File: src/rtl/vga_pkg.sv
// Shared VGA 640x480@60 timing constants and types.
// Used by the timing controller and its delay line.
package vga_pkg;

   localparam int H_VISIBLE = 640;
   localparam int H_FRONT   = 16;
   localparam int H_SYNC    = 96;
   localparam int H_BACK    = 48;
   localparam int H_TOTAL   = H_VISIBLE + H_FRONT + H_SYNC + H_BACK;

   localparam int V_VISIBLE = 480;
   localparam int V_FRONT   = 10;
   localparam int V_SYNC    = 2;
   localparam int V_BACK    = 33;
   localparam int V_TOTAL   = V_VISIBLE + V_FRONT + V_SYNC + V_BACK;

   localparam int H_SYNC_START = H_VISIBLE + H_FRONT;
   localparam int H_SYNC_END   = H_SYNC_START + H_SYNC;
   localparam int V_SYNC_START = V_VISIBLE + V_FRONT;
   localparam int V_SYNC_END   = V_SYNC_START + V_SYNC;

   localparam int SCALE_SHIFT   = 2;
   localparam int COLOR_LATENCY = 1;

   localparam int SPRITE_W = 160;
   localparam int SPRITE_H = 120;

   localparam logic [7:0] X_OFF = 8'd255;
   localparam logic [6:0] Y_OFF = 7'd127;

   localparam int COLOR_R = 2;
   localparam int COLOR_G = 1;
   localparam int COLOR_B = 0;

   // Sync levels are stored as pin levels (active low).
   typedef struct packed {
      logic hs_n;
      logic vs_n;
      logic vis;
   } sync_t;

   localparam sync_t SYNC_IDLE = '{hs_n: 1'b1, vs_n: 1'b1, vis: 1'b0};

   function automatic logic [7:0] chan_level(
      input logic bit_on,
      input logic vis
   );
      return (bit_on && vis) ? 8'hFF : 8'h00;
   endfunction

endpackage

File: src/rtl/vga_delay_line.sv
// Fixed-depth shift register with a loadable reset value.
// Aligns sync/blank with the color pipeline.
module vga_delay_line #(
   parameter int DEPTH = 2,
   parameter int WIDTH = 1
) (
   input  logic             clk,
   input  logic             reset,
   input  logic [WIDTH-1:0] rst_val,
   input  logic [WIDTH-1:0] din,
   output logic [WIDTH-1:0] dout
);

   logic [WIDTH-1:0] stage_q [DEPTH];
   logic [WIDTH-1:0] stage_d [DEPTH];

   // Next value of each stage: shift by one position.
   always_comb begin
      stage_d[0] = din;
      for (int i = 1; i < DEPTH; i++) begin
         stage_d[i] = stage_q[i-1];
      end
   end

   // Stage registers, cleared to the supplied idle value.
   always_ff @(posedge clk) begin
      if (reset) begin
         for (int i = 0; i < DEPTH; i++) begin
            stage_q[i] <= rst_val;
         end
      end else begin
         for (int i = 0; i < DEPTH; i++) begin
            stage_q[i] <= stage_d[i];
         end
      end
   end

   assign dout = stage_q[DEPTH-1];

endmodule

File: src/rtl/vga_timing_controller.sv
// 640x480@60 VGA timing with 160x120 sprite coordinates.
// Sync/blank are delayed to line up with registered RGB.
module vga_timing_controller
   import vga_pkg::*;
(
   input  logic       VGA_CLK,
   input  logic       reset,
   input  logic [2:0] color,
   output logic [7:0] xvga,
   output logic [6:0] yvga,
   output logic       frame_start,
   output logic       VGA_HS,
   output logic       VGA_VS,
   output logic       VGA_BLANK_N,
   output logic [7:0] VGA_R,
   output logic [7:0] VGA_G,
   output logic [7:0] VGA_B
);

   logic [9:0] hcount_q, hcount_d;
   logic [9:0] vcount_q, vcount_d;
   logic [7:0] xvga_q, xvga_d;
   logic [6:0] yvga_q, yvga_d;
   logic       frame_start_q, frame_start_d;
   logic       hs_q, hs_d;
   logic       vs_q, vs_d;
   logic       blank_n_q, blank_n_d;
   logic [7:0] r_q, r_d;
   logic [7:0] g_q, g_d;
   logic [7:0] b_q, b_d;

   logic       h_end;
   logic       visible;
   sync_t      raw_sync;
   sync_t      dly_sync;

   // Counter advance, raw sync decode and stage-1 coordinates.
   always_comb begin
      h_end    = (hcount_q == 10'(H_TOTAL - 1));
      hcount_d = h_end ? 10'd0 : hcount_q + 10'd1;
      vcount_d = vcount_q;
      if (h_end) begin
         if (vcount_q == 10'(V_TOTAL - 1)) begin
            vcount_d = 10'd0;
         end else begin
            vcount_d = vcount_q + 10'd1;
         end
      end

      visible = (hcount_q < 10'(H_VISIBLE))
             && (vcount_q < 10'(V_VISIBLE));

      raw_sync.hs_n = !((hcount_q >= 10'(H_SYNC_START))
                     && (hcount_q < 10'(H_SYNC_END)));
      raw_sync.vs_n = !((vcount_q >= 10'(V_SYNC_START))
                     && (vcount_q < 10'(V_SYNC_END)));
      raw_sync.vis  = visible;

      xvga_d = visible ? 8'(hcount_q >> SCALE_SHIFT) : X_OFF;
      yvga_d = visible ? 7'(vcount_q >> SCALE_SHIFT) : Y_OFF;
      frame_start_d = (hcount_q == 10'd0) && (vcount_q == 10'd0);
   end

   // Sync/visible arrive here one cycle before the output register,
   // i.e. in the same cycle the combiner presents the pixel's color.
   vga_delay_line #(
      .DEPTH (COLOR_LATENCY + 1),
      .WIDTH ($bits(sync_t))
   ) u_sync_dly (
      .clk     (VGA_CLK),
      .reset   (reset),
      .rst_val (SYNC_IDLE),
      .din     (raw_sync),
      .dout    (dly_sync)
   );

   // Output pin values: color masked by the aligned visible flag.
   always_comb begin
      hs_d      = dly_sync.hs_n;
      vs_d      = dly_sync.vs_n;
      blank_n_d = dly_sync.vis;
      r_d       = chan_level(color[COLOR_R], dly_sync.vis);
      g_d       = chan_level(color[COLOR_G], dly_sync.vis);
      b_d       = chan_level(color[COLOR_B], dly_sync.vis);
   end

   // All state registers with synchronous reset.
   always_ff @(posedge VGA_CLK) begin
      if (reset) begin
         hcount_q      <= 10'd0;
         vcount_q      <= 10'd0;
         xvga_q        <= 8'd0;
         yvga_q        <= 7'd0;
         frame_start_q <= 1'b0;
         hs_q          <= 1'b1;
         vs_q          <= 1'b1;
         blank_n_q     <= 1'b0;
         r_q           <= 8'h00;
         g_q           <= 8'h00;
         b_q           <= 8'h00;
      end else begin
         hcount_q      <= hcount_d;
         vcount_q      <= vcount_d;
         xvga_q        <= xvga_d;
         yvga_q        <= yvga_d;
         frame_start_q <= frame_start_d;
         hs_q          <= hs_d;
         vs_q          <= vs_d;
         blank_n_q     <= blank_n_d;
         r_q           <= r_d;
         g_q           <= g_d;
         b_q           <= b_d;
      end
   end

   assign xvga        = xvga_q;
   assign yvga        = yvga_q;
   assign frame_start = frame_start_q;
   assign VGA_HS      = hs_q;
   assign VGA_VS      = vs_q;
   assign VGA_BLANK_N = blank_n_q;
   assign VGA_R       = r_q;
   assign VGA_G       = g_q;
   assign VGA_B       = b_q;

endmodule

File: config.mk
export PLATFORM = sky130hd
export DESIGN_NAME = vga_timing_controller
export DESIGN_NICKNAME = d
export VERILOG_FILES = /design/src/rtl/vga_pkg.sv /design/src/rtl/vga_delay_line.sv /design/src/rtl/vga_timing_controller.sv
export SDC_FILE = /design/constraint.sdc
export NUM_CORES = 1
export LEC_CHECK = 0
export BUFFER_PORTS_ARGS = -buffer_cell sky130_fd_sc_hd__buf_2
export CAP_MARGIN = 10
export CORE_UTILIZATION = 50
export DETAILED_ROUTE_END_ITERATION = 8
export PLACE_DENSITY = 0.76
export SLEW_MARGIN = 0
export SYNTH_ARGS = -nofsm -noshare
export SYNTH_HDL_FRONTEND = slang
export SYNTH_HIERARCHICAL = 1
export SYNTH_SLANG_ARGS = --single-unit
File: constraint.sdc
create_clock -name VGA_CLK -period 6 [get_ports VGA_CLK]
set_clock_uncertainty 0.2 [all_clocks]
set_input_delay 1.5 -clock VGA_CLK [delete_from_list [all_inputs] [get_ports VGA_CLK]]
set_output_delay 1.5 -clock VGA_CLK [all_outputs]
set_load 0.05 [all_outputs]
Word-level counts from Yosys, hierarchy flattened
Memories as Yosys holds them, arrays and structs flattened.
Index checks and enable logic that the tools add are counted.
{"block": "classes", "n_reduce_logical": 12, "magnitude_cmp": 6, "eq_ne": 2, "shifts": 0, "n_mul": 0, "bitwise_logic": 2, "n_mux": 11, "addsub": 2, "n_div": 0}
{"op": "two-way mux 8 bit", "n": 4}
{"op": "adder 10 x 1 -> 10 bit, second input constant", "n": 2}
{"op": "== test 10 bit, second input constant", "n": 2}
{"op": "logical NOT 10 bit", "n": 2}
{"op": "less-than comparator 10 bit, second input constant", "n": 2}
{"op": "less-than comparator 10 x 9 -> 1 bit, second input constant", "n": 2}
{"op": ">= comparator 10 bit, second input constant", "n": 1}
{"op": ">= comparator 10 x 9 -> 1 bit, second input constant", "n": 1}
{"op": "two-way mux 10 bit", "n": 1}
{"op": "logical AND 1 bit", "n": 7}
{"op": "two-way mux 7 bit", "n": 1}
{"op": "two-way mux 3 bit", "n": 2}
{"op": "two-way mux 1 bit", "n": 3}
{"op": "logical NOT 1 bit", "n": 2}
{"op": "OR 1 bit", "n": 2}
{"op": "OR reduction 2 bit", "n": 1}
{"block": "totals", "ram_bits": 6, "latchBits": 0, "romBits": 0, "n_memories": 1, "output_inout_bits": 43, "ff_bits": 63}
{"memory": "u_sync_dly.stage_q", "words": 2, "width": 3, "read_ports": 2, "rd_ports_with_merged_regs": 0, "wr": 2, "line_no": "vga_delay_line.sv:14", "rtl": "logic [WIDTH-1:0] stage_q [DEPTH];"}

Logic depth before layout (Yosys ltp)
Gate-level depths: netlist (run 1).
{"block": "depth", "word_depth": 4, "depth_mapped": 6}

Cells and area by module
Netlist (run 1), hierarchy kept.
{"mod": "vga_timing_controller", "n_inst": 1, "area_each_um2": 1849.3, "cells_per_inst": 208}
{"mod": "vga_delay_line", "n_inst": 1, "area_each_um2": 221.5, "cells_per_inst": 13}

Worst setup path before layout (run 1)
Ideal clock, no wire load.
{"block": "synth_timing", "kind": "register -> output", "startpoint": "register, netlist name VGA_B[6]", "endpoint": "output port VGA_B[1]", "arrival_ns": 1.013, "setup_slack_ns": 3.287, "path_buffers": 1, "stages_incl_launch_ff": 2, "cell_sequence": "dfxtp_1 -> buf_4"}
{"element": "to (decl)", "line_no": "vga_timing_controller.sv:17", "rtl": "output logic [7:0] VGA_B"}

==> impl_metrics.ini, run 1 <==
[worst_setup_path]
cp_cell_sequence = buf_2
cp-end-kind = output pin
critPathArrivalTime_ps = 1010
crit_buf_inv = 1
critical_path_peak_fanout = 8
required_ps = 4300
critical_path_class = reg -> out
slowest_stage = dfxtp_1
max_stage_delay_ps = 410
start_kind = flop
critPathTopFamily = flip-flops

[floorplanning]
dieHeight_um = 66.4
die_w_um = 66.4
initial_core_util = 0.518
core_area_mm2 = 0.00400
die-area_mm2 = 0.00440
ios = 48
rows = 23

[drt]
wl_um = 3630
drt_iter0_drc = 89
firstDrtPassIters = 4
avgRoutedWirePerCell_um = 12.1
vias_per_cell = 5.09
met3_length_um = 211
postRouteAntennaNets = 0
num_vias = 1526
wl_met1_um = 1660
drc = 0
routed.top_layer = met4
wl_met2_um = 1700

[sta]
tightest_slew_ps = 685
fmax_mhz = 369
period_needed_ps = 2710
whs_ps = 218
rsz0062_at_grt = no
hold_viol_final = 0
final.period_utilization = 0.452
slew_headroom = 0.543
fin_ws_ps = 3290
setup_viol = 0
drv_slew = 0
fin_setup_tns_ps = 0

[finish]
antenna_cells = 0
mostFrequentLayoutCells = dfxtp_1, buf_2, inv_1
layout.cells.non_filler = 300
drive_above_1_share = 0.268
fin_util = 0.568
fin_nets = 258
synthToLayoutAreaGrowth_pct = 9.79
layout_commonest_cell = dfxtp_1
fin_area_mm2 = 0.00227

[logic_synthesis]
yosys_warnings = 6
synthesis.area_mm2 = 0.00207
syn_area_per_cell_um2 = 9.37
yosysUniqueCellTypes = 34
ys_seq_area_frac = 0.464
synthCells = 221
ys_ff_latch = 48

[place]
post-place-cells = 292
place_ws_ps = 3190
gp_congestion = 0.888
placed_area_mm2 = 0.00218
io_buffers = 47
place_hpwl_um = 2560

[cts]
cts_tree = done
htree_levels = 2
clk_pin_slew_ps = 80
cts.sinks = 48
cts-resized-gates = 0
cts_hold_buf = 0
clock_latency_ps = 310
root_buffer = clkbuf_8
post_cts_buffers = 0
cts_buffers = 5
clock_path_buffers = 2

[power]
p_total_mw = 0.602
p_per_area_mw_per_mm2 = 265
peakVddDrop_mv = 0.111
p_leak_nw = 0.963

[grt]
gr-total-overflow = 0
grt_pass1_vias = 1288
antenna_found_initial = 0
groute.usage.overall = 0.188
grt_pass1_wl_um = 6050
grt_max_degree = 39

[run]
drv_cap = 0

[worst_hold_path]
hold_path_class = reg -> reg

[outcome]
status = finished clean
==> flip-flops by register name, indices dropped and copies added, names as in the netlist <==
signal              cells
u_sync_dly/stage_q      6
VGA_B                   1
VGA_BLANK_N             1
VGA_VS                  1
yvga                    7
xvga                    8
VGA_G                   1
hcount_q               10
frame_start             1
vcount_q               10
VGA_R                   1
VGA_HS                  1
==> cells by family (layout without fill, tap and decap cells) <==
kind of cell    after synthesis  count (layout)  share of synthesized area
compound gates               19              19                     0.0502
xor+xnor                     14              14                     0.0592
fa+ha+maj                     4               4                     0.0242
buf+inv                      47              72                      0.131
flops                        48              48                      0.464
mux                           7               7                     0.0483
other cells                   2               6                    0.00363
simple gates                 80              80                      0.220
==> synth_stat cells <==
cell type | instances | area [um2]
or3_2 | 1 | 7.51
nor2b_1 | 2 | 12.5
nor3_2 | 1 | 10.0
o21a_1 | 1 | 7.51
dfxtp_1 | 48 | 961
mux2_4 | 6 | 90.1
or2_2 | 2 | 12.5
buf_4 | 21 | 158
conb_1 | 2 | 7.51
mux2i_1 | 1 | 10.0
and4_1 | 1 | 8.76
ha_1 | 4 | 50.1
nand3b_1 | 1 | 7.51
or3b_1 | 1 | 8.76
nand4b_1 | 2 | 17.5
xnor2_1 | 14 | 123
nand4_1 | 7 | 43.8
and2_1 | 4 | 25.0
or3_1 | 3 | 18.8
or4_4 | 1 | 11.3
nand3_1 | 7 | 35.0
or4_1 | 2 | 15.0
a21oi_1 | 15 | 75.1
and3_1 | 4 | 25.0
nand2_1 | 4 | 15.0
o21bai_2 | 1 | 11.3
nor4_1 | 8 | 50.1
inv_1 | 17 | 63.8
nor2_1 | 15 | 56.3
clkbuf_1 | 7 | 26.3
buf_6 | 2 | 22.5
nor3b_1 | 2 | 15.0
nor3_1 | 12 | 60.1
o21ai_0 | 2 | 10.0
==> final timing paths <==
check / startpoint / to / slack [ps] / cells after the start
worst max-delay path: VGA_G[6] / VGA_G[5] / 3290 / 1
worst min-delay path: u_sync_dly/stage_q[0][4] / VGA_VS / 220 / 1
worst min register to register: u_sync_dly/stage_q[0][4] / VGA_VS / 220 / 1
worst max register to register: hcount_q[0] / vcount_q[9] / 3490 / 5
==> layer usage <==
layer,up-vias,global-route usage
met5,-,0
met4,0,0.0798
met3,6,0.0569
met2,50,0.291
met1,694,0.240
li1,776,-
==> layout make-up <==
| type | instances | area, um2 |
|---|---|---|
| Fill cell | 353 | 1730 |
| Sequential cell | 48 | 961 |
| Multi-Input combinational cell | 130 | 855 |
| Clock inverter | 2 | 13.8 |
| Inverter | 17 | 63.8 |
| Timing Repair Buffer | 47 | 235 |
| Clock buffer | 6 | 82.6 |
| Tap cell | 50 | 62.6 |
==> report_power, final <==
part,total (mW),leakage (nW),internal [mW],switching [mW]
Sequential,0.332,0.391,0.326,0.00592
Clock,0.202,0.0516,0.0942,0.108
Combinational,0.0680,0.521,0.0169,0.0511
Note: power is estimated with default switching activity, not from simulation.
==> run 2, diff against run 1 <==
Clock period 6 ns to 2.8 ns, I/O delays scaled along.
==> impl_metrics.ini, run 2 (synthesis gave the netlist of run 1 again) <==
[outcome]
status = finished clean

[place]
post-place-cells = 294
io_buffers = 47
placed_area_mm2 = 0.00219
gp_congestion = 0.899
place_ws_ps = 435
place_hpwl_um = 2540

[run]
drv_cap = 0

[drt]
avgRoutedWirePerCell_um = 11.8
postRouteAntennaNets = 0
drc = 0
firstDrtPassIters = 4
vias_per_cell = 5.11
num_vias = 1543
drt_iter0_drc = 96
wl_um = 3570

[floorplanning]
core_area_mm2 = 0.00400
ios = 48
die_w_um = 66.4
die-area_mm2 = 0.00440
dieHeight_um = 66.4
initial_core_util = 0.518
rows = 23

[cts]
root_buffer = clkbuf_8
htree_levels = 2
cts_hold_buf = 0
clk_pin_slew_ps = 80
cts-resized-gates = 0
clock_path_buffers = 2
cts.sinks = 48
cts_tree = done
clock_latency_ps = 300
post_cts_buffers = 0
cts_buffers = 5

[power]
p_per_area_mw_per_mm2 = 560
p_total_mw = 1.28
p_leak_nw = 0.973
peakVddDrop_mv = 0.447

[finish]
mostFrequentLayoutCells = dfxtp_1, buf_2, inv_1
fin_area_mm2 = 0.00229
multi_input_area_um2 = 855
fin_nets = 260
fill_cells = 343
synthToLayoutAreaGrowth_pct = 10.5
drive_above_1_share = 0.274
antenna_cells = 0
fin_util = 0.572
ff_latch_area_um2 = 961
layout_commonest_cell = dfxtp_1
layout.cells.non_filler = 302

[worst_setup_path]
critical_path_peak_fanout = 9
critPathArrivalTime_ps = 2420
critical_path_class = reg -> reg
worst_r2r_path_depth = 5
required_ps = 2830
start_kind = flop
cp-end-kind = flop

[sta]
hold_viol_final = 0
final.period_utilization = 0.855
drv_slew = 0
fmax_mhz = 418
rsz0062_at_grt = no
whs_ps = 214
fin_ws_ps = 406
fin_setup_tns_ps = 0
setup_viol = 0
period_needed_ps = 2390

[grt]
grt_max_degree = 24
grt_pass1_vias = 1301
gr-total-overflow = 0
groute.usage.overall = 0.184
antenna_found_initial = 0
grt_pass1_wl_um = 6000

[worst_hold_path]
hold_path_class = reg -> reg
min_delay_path_depth = 1
## run 2: changes by cell type in the layout (fill, tap and decap cells not counted), sizes merged
cell,before,now
buf,47,49
## run 2: critical path: stages (launching register included)
cell and delay [ps]:
dfxtp_1 440, ha_1 260, nand3_1 310, or4_4 660, or3_1 320, a21oi_1 140
## run 2: power by group
part | internal, mW | switching (mW)
Combinational | 0.0371 | 0.110
Sequential | 0.699 | 0.0107
Clock | 0.202 | 0.223
Total | 0.937 | 0.344
## run 2: worst paths after layout
check             slack, ps                     start     endpoint
setup / recovery        410               hcount_q[0]  vcount_q[9]
hold / removal          210  u_sync_dly/stage_q[0][4]       VGA_VS
setup reg to reg        410               hcount_q[0]  vcount_q[9]
hold reg to reg         210  u_sync_dly/stage_q[0][4]       VGA_VS
## run 2: layer usage
metal	part of all wire	global-route usage
met5	0	0
met4	0.018	0.0771
met3	0.059	0.0638
met2	0.46	0.278
met1	0.46	0.237
## run 2: cell type report
| type | instances | area share |
|---|---|---|
| repair buffers | 49 | 0.109 |
| clock inverters | 2 | 0.00601 |
| flip-flops and latches | 48 | 0.420 |
| clock buffers | 6 | 0.0361 |
| multi-input cells | 130 | 0.373 |
| well taps | 50 | 0.0273 |
| inverters | 17 | 0.0279 |
